**src/rtl/uart_bus_sequencer_pkg.sv**
```systemverilog
// Shared definitions for the UART bus sequencer.
//   - Register-file addresses driven on uart_addr.
//   - Bit positions inside the STATUS register image.
//   - Sequencer FSM state encoding (also exported on the debug port).
//   - zext8: zero-extends a byte onto the 32-bit write-data bus.
package packages;

  // Register-file addresses
  localparam logic [3:0] STATUS_REG = 4'h0;
  localparam logic [3:0] DATA_REG   = 4'h1;
  localparam logic [3:0] CTRL_REG   = 4'h2;
  localparam logic [3:0] BAUD_REG   = 4'h3;

  // STATUS register bit positions
  localparam int ST_TX_FULL  = 5;
  localparam int ST_RX_FULL  = 4;
  localparam int ST_RX_EMPTY = 3;
  localparam int ST_PARITY   = 2;
  localparam int ST_STOP     = 1;
  localparam int ST_BUSY     = 0;

  typedef enum logic [3:0] {
    IDLE     = 4'd0,
    CFG_WAIT = 4'd1,
    CFG_OFF  = 4'd2,
    CFG_BAUD = 4'd3,
    CFG_CTRL = 4'd4,
    CFG_CHK  = 4'd5,
    RUN_POLL = 4'd6,
    RUN_TX   = 4'd7,
    RUN_RX   = 4'd8
  } seq_state_e;

  function automatic logic [31:0] zext8(input logic [7:0] b);
    return {24'b0, b};
  endfunction

endpackage

```
**src/rtl/uart_bus_sequencer_if.sv**
```systemverilog
// Register-file bus between the sequencer (master) and the UART register
// file (slave).
//   uart_sel       master->slave  select; with DATA_REG and wr=0 it pops the RX FIFO
//   uart_wr_enable master->slave  write strobe
//   uart_addr      master->slave  register address (packages::*_REG)
//   wdata_mem      master->slave  write data
//   uart_data      slave->master  read data, combinational on uart_addr
interface uart_bus_sequencer_if;
  logic        uart_sel;
  logic        uart_wr_enable;
  logic [3:0]  uart_addr;
  logic [31:0] wdata_mem;
  logic [31:0] uart_data;

  modport master (
    output uart_sel,
    output uart_wr_enable,
    output uart_addr,
    output wdata_mem,
    input  uart_data
  );

  modport slave (
    input  uart_sel,
    input  uart_wr_enable,
    input  uart_addr,
    input  wdata_mem,
    output uart_data
  );
endinterface

```
**src/rtl/uart_bus_sequencer.sv**
```systemverilog
// Autonomous master for the UART register-file bus.
// Configures the UART (disable, baud write, control write, read-back check),
// then moves bytes between the TX/RX streams and DATA_REG with round-robin
// arbitration and sticky line-error capture.
// Ports:
//   clock, reset             clock; asynchronous active-low reset
//   cfg_start/cfg_baud/cfg_ctrl  start pulse and configuration values
//   cfg_done, cfg_err, run   configuration result and traffic enable
//   tx_data/tx_valid/tx_ready    TX byte stream in
//   rx_data/rx_valid/rx_ready    RX byte stream out
//   err_flags, err_clr       sticky {parity, stop} errors and their clear
//   bus                      register-file bus (master modport)
//   state_dbg                current FSM state
//
// Stream handshakes: a producer holds tx_data stable while tx_valid=1; the
// byte is consumed in the single cycle where tx_ready=1. rx_data is held
// stable while rx_valid=1; the byte is consumed on a cycle with
// rx_valid && rx_ready and rx_valid drops on the following cycle.
module uart_bus_sequencer
  import packages::*;
#(
  parameter int CFG_TIMEOUT = 1024,
  parameter int TO_W        = 11
) (
  input  logic                 clock,
  input  logic                 reset,
  input  logic                 cfg_start,
  input  logic [15:0]          cfg_baud,
  input  logic [7:0]           cfg_ctrl,
  output logic                 cfg_done,
  output logic                 cfg_err,
  output logic                 run,
  input  logic [7:0]           tx_data,
  input  logic                 tx_valid,
  output logic                 tx_ready,
  output logic [7:0]           rx_data,
  output logic                 rx_valid,
  input  logic                 rx_ready,
  output logic [1:0]           err_flags,
  input  logic                 err_clr,
  uart_bus_sequencer_if.master bus,
  output seq_state_e           state_dbg
);

  localparam logic [TO_W-1:0] TO_LAST = TO_W'(CFG_TIMEOUT - 1);

  seq_state_e      state_q, state_d;
  logic [TO_W-1:0] to_cnt_q;
  logic [15:0]     baud_q;
  logic [7:0]      ctrl_q;
  logic            cfg_pend_q;
  logic            last_rx_q;   // 1: most recent grant went to RX

  logic [31:0] rd;
  logic        ctrl_match, tx_elig, rx_elig;
  logic        cfg_take, tx_grant, rx_grant;
  logic        cfg_accept_window, to_expire, chk_fail;

  // Next-cycle bus / strobe values, registered below
  logic        sel_d, wr_d, tx_ready_d;
  logic [3:0]  addr_d;
  logic [31:0] wdata_d;

  logic unused_data_hi;
  assign unused_data_hi = ^bus.uart_data[31:8];

  assign rd         = bus.uart_data;
  assign ctrl_match = (rd[7:0] == ctrl_q);
  // Status bits are meaningful only in states whose address is STATUS_REG
  assign tx_elig    = tx_valid && !rd[ST_TX_FULL];
  assign rx_elig    = !rd[ST_RX_EMPTY] && !rx_valid;
  assign to_expire  = (state_q == CFG_WAIT) && rd[ST_BUSY] && (to_cnt_q == TO_LAST);
  assign chk_fail   = (state_q == CFG_CHK) && !ctrl_match;
  assign state_dbg  = state_q;

  // cfg_start is sampled in IDLE and any RUN_* state; during a RUN_TX/RUN_RX
  // access it is remembered and acted on at the next RUN_POLL.
  assign cfg_accept_window = (state_q == IDLE) || (state_q == RUN_POLL) ||
                             (state_q == RUN_TX) || (state_q == RUN_RX);

  // State register
  always_ff @(posedge clock or negedge reset) begin
    if (!reset) state_q <= IDLE;
    else        state_q <= state_d;
  end

  // Next-state logic and arbitration
  always_comb begin
    state_d  = state_q;
    cfg_take = 1'b0;
    tx_grant = 1'b0;
    rx_grant = 1'b0;
    case (state_q)
      IDLE: begin
        if (cfg_start) begin
          state_d  = CFG_WAIT;
          cfg_take = 1'b1;
        end
      end
      CFG_WAIT: begin
        if (!rd[ST_BUSY])  state_d = CFG_OFF;
        else if (to_expire) state_d = IDLE;
      end
      CFG_OFF:  state_d = CFG_BAUD;
      CFG_BAUD: state_d = CFG_CTRL;
      CFG_CTRL: state_d = CFG_CHK;
      CFG_CHK:  state_d = ctrl_match ? RUN_POLL : IDLE;
      RUN_POLL: begin
        if (cfg_start || cfg_pend_q) begin
          state_d  = CFG_WAIT;
          cfg_take = 1'b1;
        end else if (tx_elig && rx_elig) begin
          tx_grant = last_rx_q;
          rx_grant = !last_rx_q;
        end else begin
          tx_grant = tx_elig;
          rx_grant = rx_elig;
        end
        if (tx_grant)      state_d = RUN_TX;
        else if (rx_grant) state_d = RUN_RX;
      end
      RUN_TX:  state_d = RUN_POLL;
      RUN_RX:  state_d = RUN_POLL;
      default: state_d = IDLE;
    endcase
  end

  // Output logic: bus access for the state being entered, so the registered
  // bus lines line up with the state that owns the access.
  always_comb begin
    sel_d      = 1'b0;
    wr_d       = 1'b0;
    addr_d     = STATUS_REG;
    wdata_d    = 32'h0;
    tx_ready_d = 1'b0;
    case (state_d)
      CFG_OFF: begin
        wr_d   = 1'b1;
        addr_d = CTRL_REG;
      end
      CFG_BAUD: begin
        wr_d    = 1'b1;
        addr_d  = BAUD_REG;
        wdata_d = {16'b0, baud_q};
      end
      CFG_CTRL: begin
        wr_d    = 1'b1;
        addr_d  = CTRL_REG;
        wdata_d = zext8(ctrl_q);
      end
      CFG_CHK: addr_d = CTRL_REG;
      RUN_TX: begin
        wr_d       = 1'b1;
        addr_d     = DATA_REG;
        wdata_d    = zext8(tx_data);
        tx_ready_d = 1'b1;
      end
      RUN_RX: begin
        sel_d  = 1'b1;
        addr_d = DATA_REG;
      end
      default: ;
    endcase
  end

  // Registered bus and stream strobes
  always_ff @(posedge clock or negedge reset) begin
    if (!reset) begin
      bus.uart_sel       <= 1'b0;
      bus.uart_wr_enable <= 1'b0;
      bus.uart_addr      <= STATUS_REG;
      bus.wdata_mem      <= 32'h0;
      tx_ready           <= 1'b0;
    end else begin
      bus.uart_sel       <= sel_d;
      bus.uart_wr_enable <= wr_d;
      bus.uart_addr      <= addr_d;
      bus.wdata_mem      <= wdata_d;
      tx_ready           <= tx_ready_d;
    end
  end

  // Configuration bookkeeping
  always_ff @(posedge clock or negedge reset) begin
    if (!reset) begin
      to_cnt_q   <= '0;
      baud_q     <= 16'h0;
      ctrl_q     <= 8'h0;
      cfg_pend_q <= 1'b0;
      run        <= 1'b0;
      cfg_done   <= 1'b0;
      cfg_err    <= 1'b0;
    end else begin
      // Counter is zero on entry to CFG_WAIT and counts each cycle spent there
      to_cnt_q <= (state_q == CFG_WAIT) ? to_cnt_q + TO_W'(1) : '0;
      if (cfg_start && cfg_accept_window) begin
        baud_q <= cfg_baud;
        ctrl_q <= cfg_ctrl;
      end
      if (state_q == RUN_POLL)
        cfg_pend_q <= 1'b0;
      else if (cfg_start && (state_q == RUN_TX || state_q == RUN_RX))
        cfg_pend_q <= 1'b1;
      cfg_done <= (state_q == CFG_CHK) && ctrl_match;
      if (cfg_take)
        run <= 1'b0;
      else if ((state_q == CFG_CHK) && ctrl_match)
        run <= 1'b1;
      if (cfg_take)
        cfg_err <= 1'b0;
      else if (to_expire || chk_fail)
        cfg_err <= 1'b1;
    end
  end

  // Byte traffic and error capture
  always_ff @(posedge clock or negedge reset) begin
    if (!reset) begin
      last_rx_q <= 1'b0;
      rx_valid  <= 1'b0;
      rx_data   <= 8'h0;
      err_flags <= 2'b00;
    end else begin
      if (tx_grant)      last_rx_q <= 1'b0;
      else if (rx_grant) last_rx_q <= 1'b1;
      if (state_q == RUN_RX) begin
        rx_valid <= 1'b1;
        rx_data  <= rd[7:0];
      end else if (rx_valid && rx_ready) begin
        rx_valid <= 1'b0;
      end
      // A new error in the same cycle as err_clr survives the clear
      err_flags <= (err_clr ? 2'b00 : err_flags) |
                   ((state_q == RUN_POLL) ? {rd[ST_PARITY], rd[ST_STOP]} : 2'b00);
    end
  end

endmodule
```
**src/flat_wrapper.sv**
```systemverilog
// flat-port wrapper written by rule: the top's interface ports become plain ports
module uart_bus_sequencer_flat import packages::*;
#(
  parameter int CFG_TIMEOUT = 1024,
  parameter int TO_W        = 11
)
  (clock, reset, cfg_start, cfg_baud, cfg_ctrl, cfg_done, cfg_err, run, tx_data, tx_valid, tx_ready, rx_data, rx_valid, rx_ready, err_flags, err_clr, state_dbg, bus_uart_sel, bus_uart_wr_enable, bus_uart_addr, bus_wdata_mem, bus_uart_data);
  uart_bus_sequencer_if bus_i ();
  input  logic clock;
  input  logic reset;
  input  logic cfg_start;
  input  logic [15:0] cfg_baud;
  input  logic [7:0] cfg_ctrl;
  output logic cfg_done;
  output logic cfg_err;
  output logic run;
  input  logic [7:0] tx_data;
  input  logic tx_valid;
  output logic tx_ready;
  output logic [7:0] rx_data;
  output logic rx_valid;
  input  logic rx_ready;
  output logic [1:0] err_flags;
  input  logic err_clr;
  output seq_state_e state_dbg;
  output wire logic [$bits(bus_i.uart_sel)-1:0] bus_uart_sel;
  output wire logic [$bits(bus_i.uart_wr_enable)-1:0] bus_uart_wr_enable;
  output wire logic [$bits(bus_i.uart_addr)-1:0] bus_uart_addr;
  output wire logic [$bits(bus_i.wdata_mem)-1:0] bus_wdata_mem;
  input wire logic [$bits(bus_i.uart_data)-1:0] bus_uart_data;
  assign bus_uart_sel = bus_i.uart_sel;
  assign bus_uart_wr_enable = bus_i.uart_wr_enable;
  assign bus_uart_addr = bus_i.uart_addr;
  assign bus_wdata_mem = bus_i.wdata_mem;
  assign bus_i.uart_data = bus_uart_data;
  uart_bus_sequencer #(.CFG_TIMEOUT(CFG_TIMEOUT), .TO_W(TO_W)) u_core (.clock(clock), .reset(reset), .cfg_start(cfg_start), .cfg_baud(cfg_baud), .cfg_ctrl(cfg_ctrl), .cfg_done(cfg_done), .cfg_err(cfg_err), .run(run), .tx_data(tx_data), .tx_valid(tx_valid), .tx_ready(tx_ready), .rx_data(rx_data), .rx_valid(rx_valid), .rx_ready(rx_ready), .err_flags(err_flags), .err_clr(err_clr), .bus(bus_i), .state_dbg(state_dbg));
endmodule
```
**config.mk**
```make
export PLATFORM = sky130hd
export DESIGN_NAME = uart_bus_sequencer_flat
export DESIGN_NICKNAME = d
export VERILOG_FILES = /design/src/rtl/uart_bus_sequencer_pkg.sv /design/src/rtl/uart_bus_sequencer_if.sv /design/src/rtl/uart_bus_sequencer.sv /design/src/flat_wrapper.sv
export SDC_FILE = /design/constraint.sdc
export NUM_CORES = 1
export LEC_CHECK = 0
export CORE_UTILIZATION = 48
export CTS_CLUSTER_DIAMETER = 50
export DETAILED_ROUTE_END_ITERATION = 10
export PLACE_DENSITY = 0.85
export SLEW_MARGIN = 0
export SYNTH_ARGS = -nofsm -noshare
export SYNTH_HDL_FRONTEND = slang
export SYNTH_SLANG_ARGS = --single-unit
export TNS_END_PERCENT = 50
```
**constraint.sdc**
```tcl
create_clock -name clock -period 3.4 [get_ports clock]
set_clock_uncertainty 0.2 [all_clocks]
set_input_delay 0.85 -clock clock [delete_from_list [all_inputs] [get_ports clock]]
set_output_delay 0.85 -clock clock [all_outputs]
set_load 0.03 [all_outputs]
```
Word-level counts from Yosys, hierarchy flattened
Index checks and enable logic that the tools add are counted.

Output and inout port bits: 57. Logic and storage cells: 103. Register bits after elaboration: 76.

Mux-type cells: 37. Reductions and logical operators: 31. Add/sub/neg operators: 1. Bitwise gates (word level): 1. Equal/unequal tests: 16.

Operator list (number): $pmux 16 s3 (1); $pmux 4 s8 (1); $eq 4x3->1 const B (7); $mux 4 (6); $mux 1 (23); $eq 4x2->1 const B (4); $add 11x1->11 const B (1); $eq 11x10->1 const B (1); $mux 11 (1); $logic_and 1x1->1 (10); $reduce_bool 2->1 (5); $eq 4x4->1 const B (2); $eq 8x8->1 (1); $logic_or 1x1->1 (6); $pmux 2 s3 (1); $logic_not 1->1 (5); $eq 4x1->1 const B (1); $logic_not 4->1 (1); $mux 2 (2); $reduce_or 2->1 (2); $reduce_or 4->1 (1); $mux 3 (1); $reduce_or 3->1 (1); $or 2x2->2 (1); $pmux 1 s2 (1).

Logic depth before layout (Yosys ltp)
Word-level depth: 12. Mapped depth: 6. Depth with buffers taken out: 5.

Worst setup path before layout
OpenSTA, ideal clock, no wires.

Path type: input to register. From: input port bus_uart_data[3]. To: register u_core.bus.wdata_mem[0]. Required time: 3.073 ns. Path buffers: 0. Arrival: 1.767 ns. Path slack: 1.306 ns. Stages on the path: 5. Cells stage by stage: or3_1 -> nand4_2 -> inv_2 -> a222oi_1 -> inv_1.

Cells in the longest elaborated chain, start to end: 11. Elaborated cells on any way between the ends: 18. Those cells by class: eq/ne: 4; mux: 11; reduce/logical: 3.

Ends and longest elaborated chain: from (decl) (line flat_wrapper.sv:30) `input wire logic [$bits(bus_i.uart_data)-1:0] bus_uart_data;`; $logic_not 1->1 (line uart_bus_sequencer.sv:71) `assign rx_elig = !rd[ST_RX_EMPTY] && !rx_valid;`; $logic_and 1x1->1 (line uart_bus_sequencer.sv:71); $logic_and 1x1->1 (line uart_bus_sequencer.sv:112) `end else if (tx_elig && rx_elig) begin`; $mux 1 (line uart_bus_sequencer.sv:112); $mux 1 (line uart_bus_sequencer.sv:109) `if (cfg_start || cfg_pend_q) begin`; $mux 1 (line uart_bus_sequencer.sv:93) `case (state_q)`; $mux 4 (line uart_bus_sequencer.sv:120) `else if (rx_grant) state_d = RUN_RX;`; $mux 4 (line uart_bus_sequencer.sv:119) `if (tx_grant) state_d = RUN_TX;`; $pmux 4 s8 * (line uart_bus_sequencer.sv:93); $eq 4x3->1 or $eq 4x2->1 (tied branches) (line uart_bus_sequencer.sv:136) `case (state_d)`; $pmux 16 s3 * (line uart_bus_sequencer.sv:136); net u_core.wdata_d[0] (line uart_bus_sequencer.sv:62) `logic [31:0] wdata_d;`; to (signal assigned) (line uart_bus_sequencer.sv:178) `bus.wdata_mem <= wdata_d;`; to (decl) (line uart_bus_sequencer_if.sv:19) `output wdata_mem,`.

The timed path passes the listed nets; every way through them passes the cells marked *. The select of a mux whose other input is x is not followed. A chain may end at the register's enable or synchronous reset.

Worst setup path in the final report
From: register u_core.state_q[1] (netlist: u_core.state_dbg[1]). To: output port state_dbg[1].

RTL lines: from (decl) (line uart_bus_sequencer.sv:47) `seq_state_e state_q, state_d;`; from (signal assigned) (line uart_bus_sequencer.sv:84) `else state_q <= state_d;`; to (decl) (line flat_wrapper.sv:25) `output seq_state_e state_dbg;`.

No word-level cell between the ends.

==> impl_metrics.prom <==
# TYPE chip_impl_metric gauge
chip_impl_metric{name="dpl_cell_area",unit="mm2"} 0.00431
chip_impl_info{name="criticalPathCategory",value="reg2out"} 1
chip_impl_metric{name="fin_hold_ws",unit="ns"} 0.271
chip_impl_metric{name="cts_htree_levels",unit=""} 3
chip_impl_metric{name="count_of_flip_flops_with_a_built_in_enable_after_synthesis",unit=""} 0
chip_impl_metric{name="clkLatencyLatePin",unit="ns"} 0.34
chip_impl_info{name="cp_cell_sequence",value="clkdlybuf4s50_1"} 1
chip_impl_metric{name="clkSlewWorstSetupHoldPaths",unit="ns"} 0.08
chip_impl_info{name="cts_tree",value="done"} 1
chip_impl_info{name="timing.rr.end",value="u_core.bus.uart_addr[0]$_DFF_PN0_"} 1
chip_impl_metric{name="timing_worst_slew_pin_value",unit="ns"} 0.945
chip_impl_metric{name="clock_tree.buffer_depth",unit=""} 2
chip_impl_metric{name="comb_power_share",unit="%"} 37.7
chip_impl_info{name="timing.critical_path.from_type",value="register"} 1
chip_impl_info{name="endpoint_kind",value="output port"} 1
chip_impl_info{name="hold_class",value="reg2reg"} 1
chip_impl_metric{name="max_freq",unit="GHz"} 0.356
chip_impl_metric{name="internal_power",unit="mW"} 2.18
chip_impl_metric{name="synthArstFlopShare",unit="%"} 100
chip_impl_metric{name="cts_resized",unit=""} 0
chip_impl_metric{name="rows",unit=""} 30
chip_impl_metric{name="finalHoldViolCount",unit=""} 0
chip_impl_metric{name="post_cts_hold_buffer_count",unit=""} 0
chip_impl_metric{name="finalWeightedCongestion",unit=""} 0.862
chip_impl_metric{name="coreArea",unit="mm2"} 0.00694
chip_impl_metric{name="die_area",unit="mm2"} 0.00767
chip_impl_info{name="layout.cells.most_common_list",value="83 x clkdlybuf4s50_1, 76 x dfrtp_1, 20 x mux2_4"} 1
chip_impl_metric{name="cts_setup_buffers",unit=""} 0
chip_impl_metric{name="tns",unit="ns"} 0
chip_impl_metric{name="path_depth",unit=""} 1
chip_impl_metric{name="netlist-cell-type-count",unit=""} 53
chip_impl_metric{name="grt.overflow.total",unit=""} 0
chip_impl_metric{name="setup_viol",unit=""} 0
chip_impl_metric{name="worst_slew_margin_rel",unit="%"} 37.0
chip_impl_metric{name="swShare",unit="%"} 34.4
chip_impl_metric{name="layout.filler_cells",unit=""} 542
chip_impl_metric{name="peakVddDrop",unit="mV"} 0.422
chip_impl_metric{name="report.final.slew_viol_count",unit=""} 0
chip_impl_metric{name="period_minus_slack",unit="ns"} 2.81
chip_impl_info{name="grt_setup_unrepaired",value="no"} 1
chip_impl_metric{name="sequentialPowerShare",unit="%"} 40.6
chip_impl_info{name="reg2reg_from",value="u_core.state_dbg[1]$_DFF_PN0_"} 1
chip_impl_metric{name="grt_pass1_vias",unit=""} 2441
chip_impl_info{name="critPathSlowestCell",value="clkdlybuf4s50_1"} 1
chip_impl_metric{name="area.growth.synth_to_final",unit="%"} 28.6
chip_impl_metric{name="syn-instance-count",unit=""} 278
chip_impl_info{name="synth_flop_cell",value="dfrtp_1"} 1
chip_impl_info{name="outcome",value="complete, no violations"} 1
chip_impl_metric{name="remaining_drc_errors",unit=""} 0
chip_impl_metric{name="cts_num_sinks",unit=""} 76
chip_impl_info{name="cp-startpoint",value="u_core.state_dbg[1]$_DFF_PN0_"} 1
chip_impl_metric{name="via_count",unit=""} 2414
chip_impl_metric{name="count_of_antenna_diodes_in_the_layout",unit=""} 0
chip_impl_info{name="leading_cell_type_in_the_layout_fill_and_taps_excluded",value="clkdlybuf4s50_1"} 1
chip_impl_metric{name="r2r_slack",unit="ns"} 1.22
chip_impl_metric{name="grt_first_pass_wirelength",unit="mm"} 12.0
chip_impl_metric{name="netlist_area",unit="mm2"} 0.00352
chip_impl_info{name="critical-path-top-delay-family",value="buffers and inverters"} 1
chip_impl_metric{name="routed_wirelength",unit="mm"} 7.33
chip_impl_metric{name="dieWidth",unit="um"} 87.6
chip_impl_metric{name="grt_use_met2",unit="%"} 33.1
chip_impl_metric{name="initial_utilization",unit="%"} 50.6
chip_impl_metric{name="detailedRoute.firstIterationViolations",unit=""} 209
chip_impl_metric{name="syn_area_per_cell",unit="um2"} 12.6
chip_impl_metric{name="crit_arrival",unit="ns"} 1.76
chip_impl_metric{name="max_cap_viol_count",unit=""} 0
chip_impl_metric{name="die_height",unit="um"} 87.6
chip_impl_metric{name="timing.hold.worst_path_depth",unit=""} 1
chip_impl_metric{name="p_clk_share",unit="%"} 21.6
chip_impl_metric{name="use_met3",unit="%"} 6.22
chip_impl_metric{name="grt_start_max_net_pins",unit=""} 77
chip_impl_metric{name="reg2reg_depth",unit=""} 3
chip_impl_metric{name="cp_data_required_time",unit="ns"} 2.35
chip_impl_metric{name="detail-route-antenna-nets",unit=""} 0
chip_impl_metric{name="ys_seq_area_share",unit="%"} 54.1
chip_impl_metric{name="critical_path_buf_inv_count",unit=""} 1
chip_impl_metric{name="total_design_power",unit="mW"} 3.32
chip_impl_metric{name="grt_util_all_layers",unit="%"} 20.9
chip_impl_metric{name="antenna_violations_before_repair",unit=""} 0
chip_impl_metric{name="fin_nets",unit=""} 434
chip_impl_metric{name="top_level_ports",unit=""} 127
chip_impl_metric{name="synthesis.yosys.warnings",unit=""} 0
chip_impl_metric{name="layout_worst_path_cycle_share",unit="%"} 82.5
chip_impl_metric{name="cts-buffers-inserted",unit=""} 9
chip_impl_metric{name="final_design_area_excluding_fillers",unit="mm2"} 0.00452
chip_impl_metric{name="drt_pre_antenna_iters",unit=""} 5
chip_impl_metric{name="global_route_met1_utilization",unit="%"} 27.8
chip_impl_info{name="grt-busiest-layer",value="met2"} 1
chip_impl_metric{name="wl_per_cell",unit="um"} 15.8
chip_impl_metric{name="flip_flop_and_latch_count_after_synthesis",unit=""} 76
chip_impl_info{name="cp-endpoint",value="state_dbg[1]"} 1
chip_impl_metric{name="p_per_area",unit="mW/mm2"} 734
chip_impl_metric{name="detailedPlacementHpwl",unit="mm"} 5.06
chip_impl_info{name="cts_root_buffer",value="clkbuf_8"} 1
chip_impl_metric{name="critical_path_peak_fanout",unit=""} 14
chip_impl_metric{name="largest_stage_delay_worst_path",unit="ns"} 0.76
chip_impl_metric{name="switchingPower",unit="mW"} 1.14
chip_impl_metric{name="count_of_buffers_from_port_buffering",unit=""} 84
chip_impl_metric{name="per_cell_via_count_in_the_routed_design",unit=""} 5.20
chip_impl_metric{name="drive_gt1_share",unit="%"} 17.4
chip_impl_metric{name="total_leakage_power",unit="nW"} 2.09
==> cells by family after synthesis <==
family | count (synthesis) | share of synthesized area, %
AO/OA/AOI/OAI | 35 | 8.26
XOR/XNOR | 16 | 3.99
adder cells (fa/ha/maj) | 1 | 0.356
buffers and inverters | 46 | 8.65
flip-flops | 76 | 54.1
multiplexers | 32 | 12.4
other | 1 | 0.107
AND/OR/NAND/NOR | 71 | 12.2
==> routing by layer <==
| metal | up-vias | wire (um) | share of wire (%) |
|---|---|---|---|
| li1 | 1094 | - | - |
| met1 | 1194 | 3180 | 43 |
| met2 | 112 | 3530 | 48 |
| met3 | 14 | 508 | 6.9 |
| met4 | 0 | 115 | 1.6 |
| met5 | - | 0 | 0 |
==> cell usage after synthesis (all sizes together), types with 6 or more instances <==
| library cell | number | area (um2) |
|---|---|---|
| buf | 25 | 225 |
| xnor2 | 11 | 96.3 |
| dfrtp | 76 | 1900 |
| nor2 | 17 | 63.8 |
| nand4 | 6 | 43.8 |
| nand2 | 13 | 58.8 |
| a222oi | 8 | 80.1 |
| mux2 | 32 | 435 |
| inv | 18 | 67.6 |
| and2 | 9 | 56.3 |
==> power groups by stage <==
| stage | registers [mW] | logic (mW) | clock network (mW) |
|---|---|---|---|
| global placement | 1.35 | 1.23 | 0 |
| floorplan | 1.50 | 0.776 | 0 |
| CTS | 1.35 | 1.26 | 0.727 |
| global route | 1.38 | 1.34 | 0.773 |
| finish | 1.35 | 1.25 | 0.718 |
| detailed placement | 1.36 | 1.25 | 0 |
==> final cells by class <==
type,count,area [um2],area share [%]
Sequential cell,76,1900,42.1
Multi-Input combinational cell,173,1370,30.4
Timing Repair Buffer,85,846,18.7
Clock buffer,11,151,3.35
Tap cell,96,120,2.66
Inverter,18,67.6,1.49
Clock inverter,5,60.1,1.33
==> how the worst min path moves through the flow <==
stage / from / slack, ns / to
after CTS: u_core.to_cnt_q[0]$_DFF_PN0_ / 0.27 / u_core.to_cnt_q[0]$_DFF_PN0_
after global placement: u_core.to_cnt_q[0]$_DFF_PN0_ / 0.24 / u_core.to_cnt_q[0]$_DFF_PN0_
after floorplan: u_core.to_cnt_q[0]$_DFF_PN0_ / 0.22 / u_core.to_cnt_q[0]$_DFF_PN0_
after global routing: u_core.to_cnt_q[0]$_DFF_PN0_ / 0.29 / u_core.to_cnt_q[0]$_DFF_PN0_
final: u_core.to_cnt_q[0]$_DFF_PN0_ / 0.27 / u_core.to_cnt_q[0]$_DFF_PN0_
after detailed placement: u_core.to_cnt_q[0]$_DFF_PN0_ / 0.25 / u_core.to_cnt_q[0]$_DFF_PN0_
==> metrics by stage <==
stage / util [%] / cells / setup WS [ns]
2_1_floorplan: - / 295 / 1.31
3_3_place_gp: 62.1 / 448 / 0.571
3_5_place_dp: 62.1 / 448 / 0.579
4_1_cts: 65.1 / 464 / 0.586
5_1_grt: 65.1 / 464 / 0.518
6_report: 65.1 / 464 / 0.594
==> registers in the layout, indices dropped and copies added (netlist names) <==
signal                     flops
u_core.bus.uart_sel            1
u_core.bus.uart_wr_enable      1
u_core.err_flags               2
u_core.cfg_done                1
u_core.cfg_pend_q              1
u_core.rx_valid                1
u_core.last_rx_q               1
u_core.bus.uart_addr           2
u_core.run                     1
u_core.cfg_err                 1
u_core.ctrl_q                  8
u_core.state_dbg               4
u_core.baud_q                 16
u_core.to_cnt_q               11
u_core.rx_data                 8
u_core.tx_ready                1
u_core.bus.wdata_mem          16
Note: power is estimated with default switching activity, not from simulation.
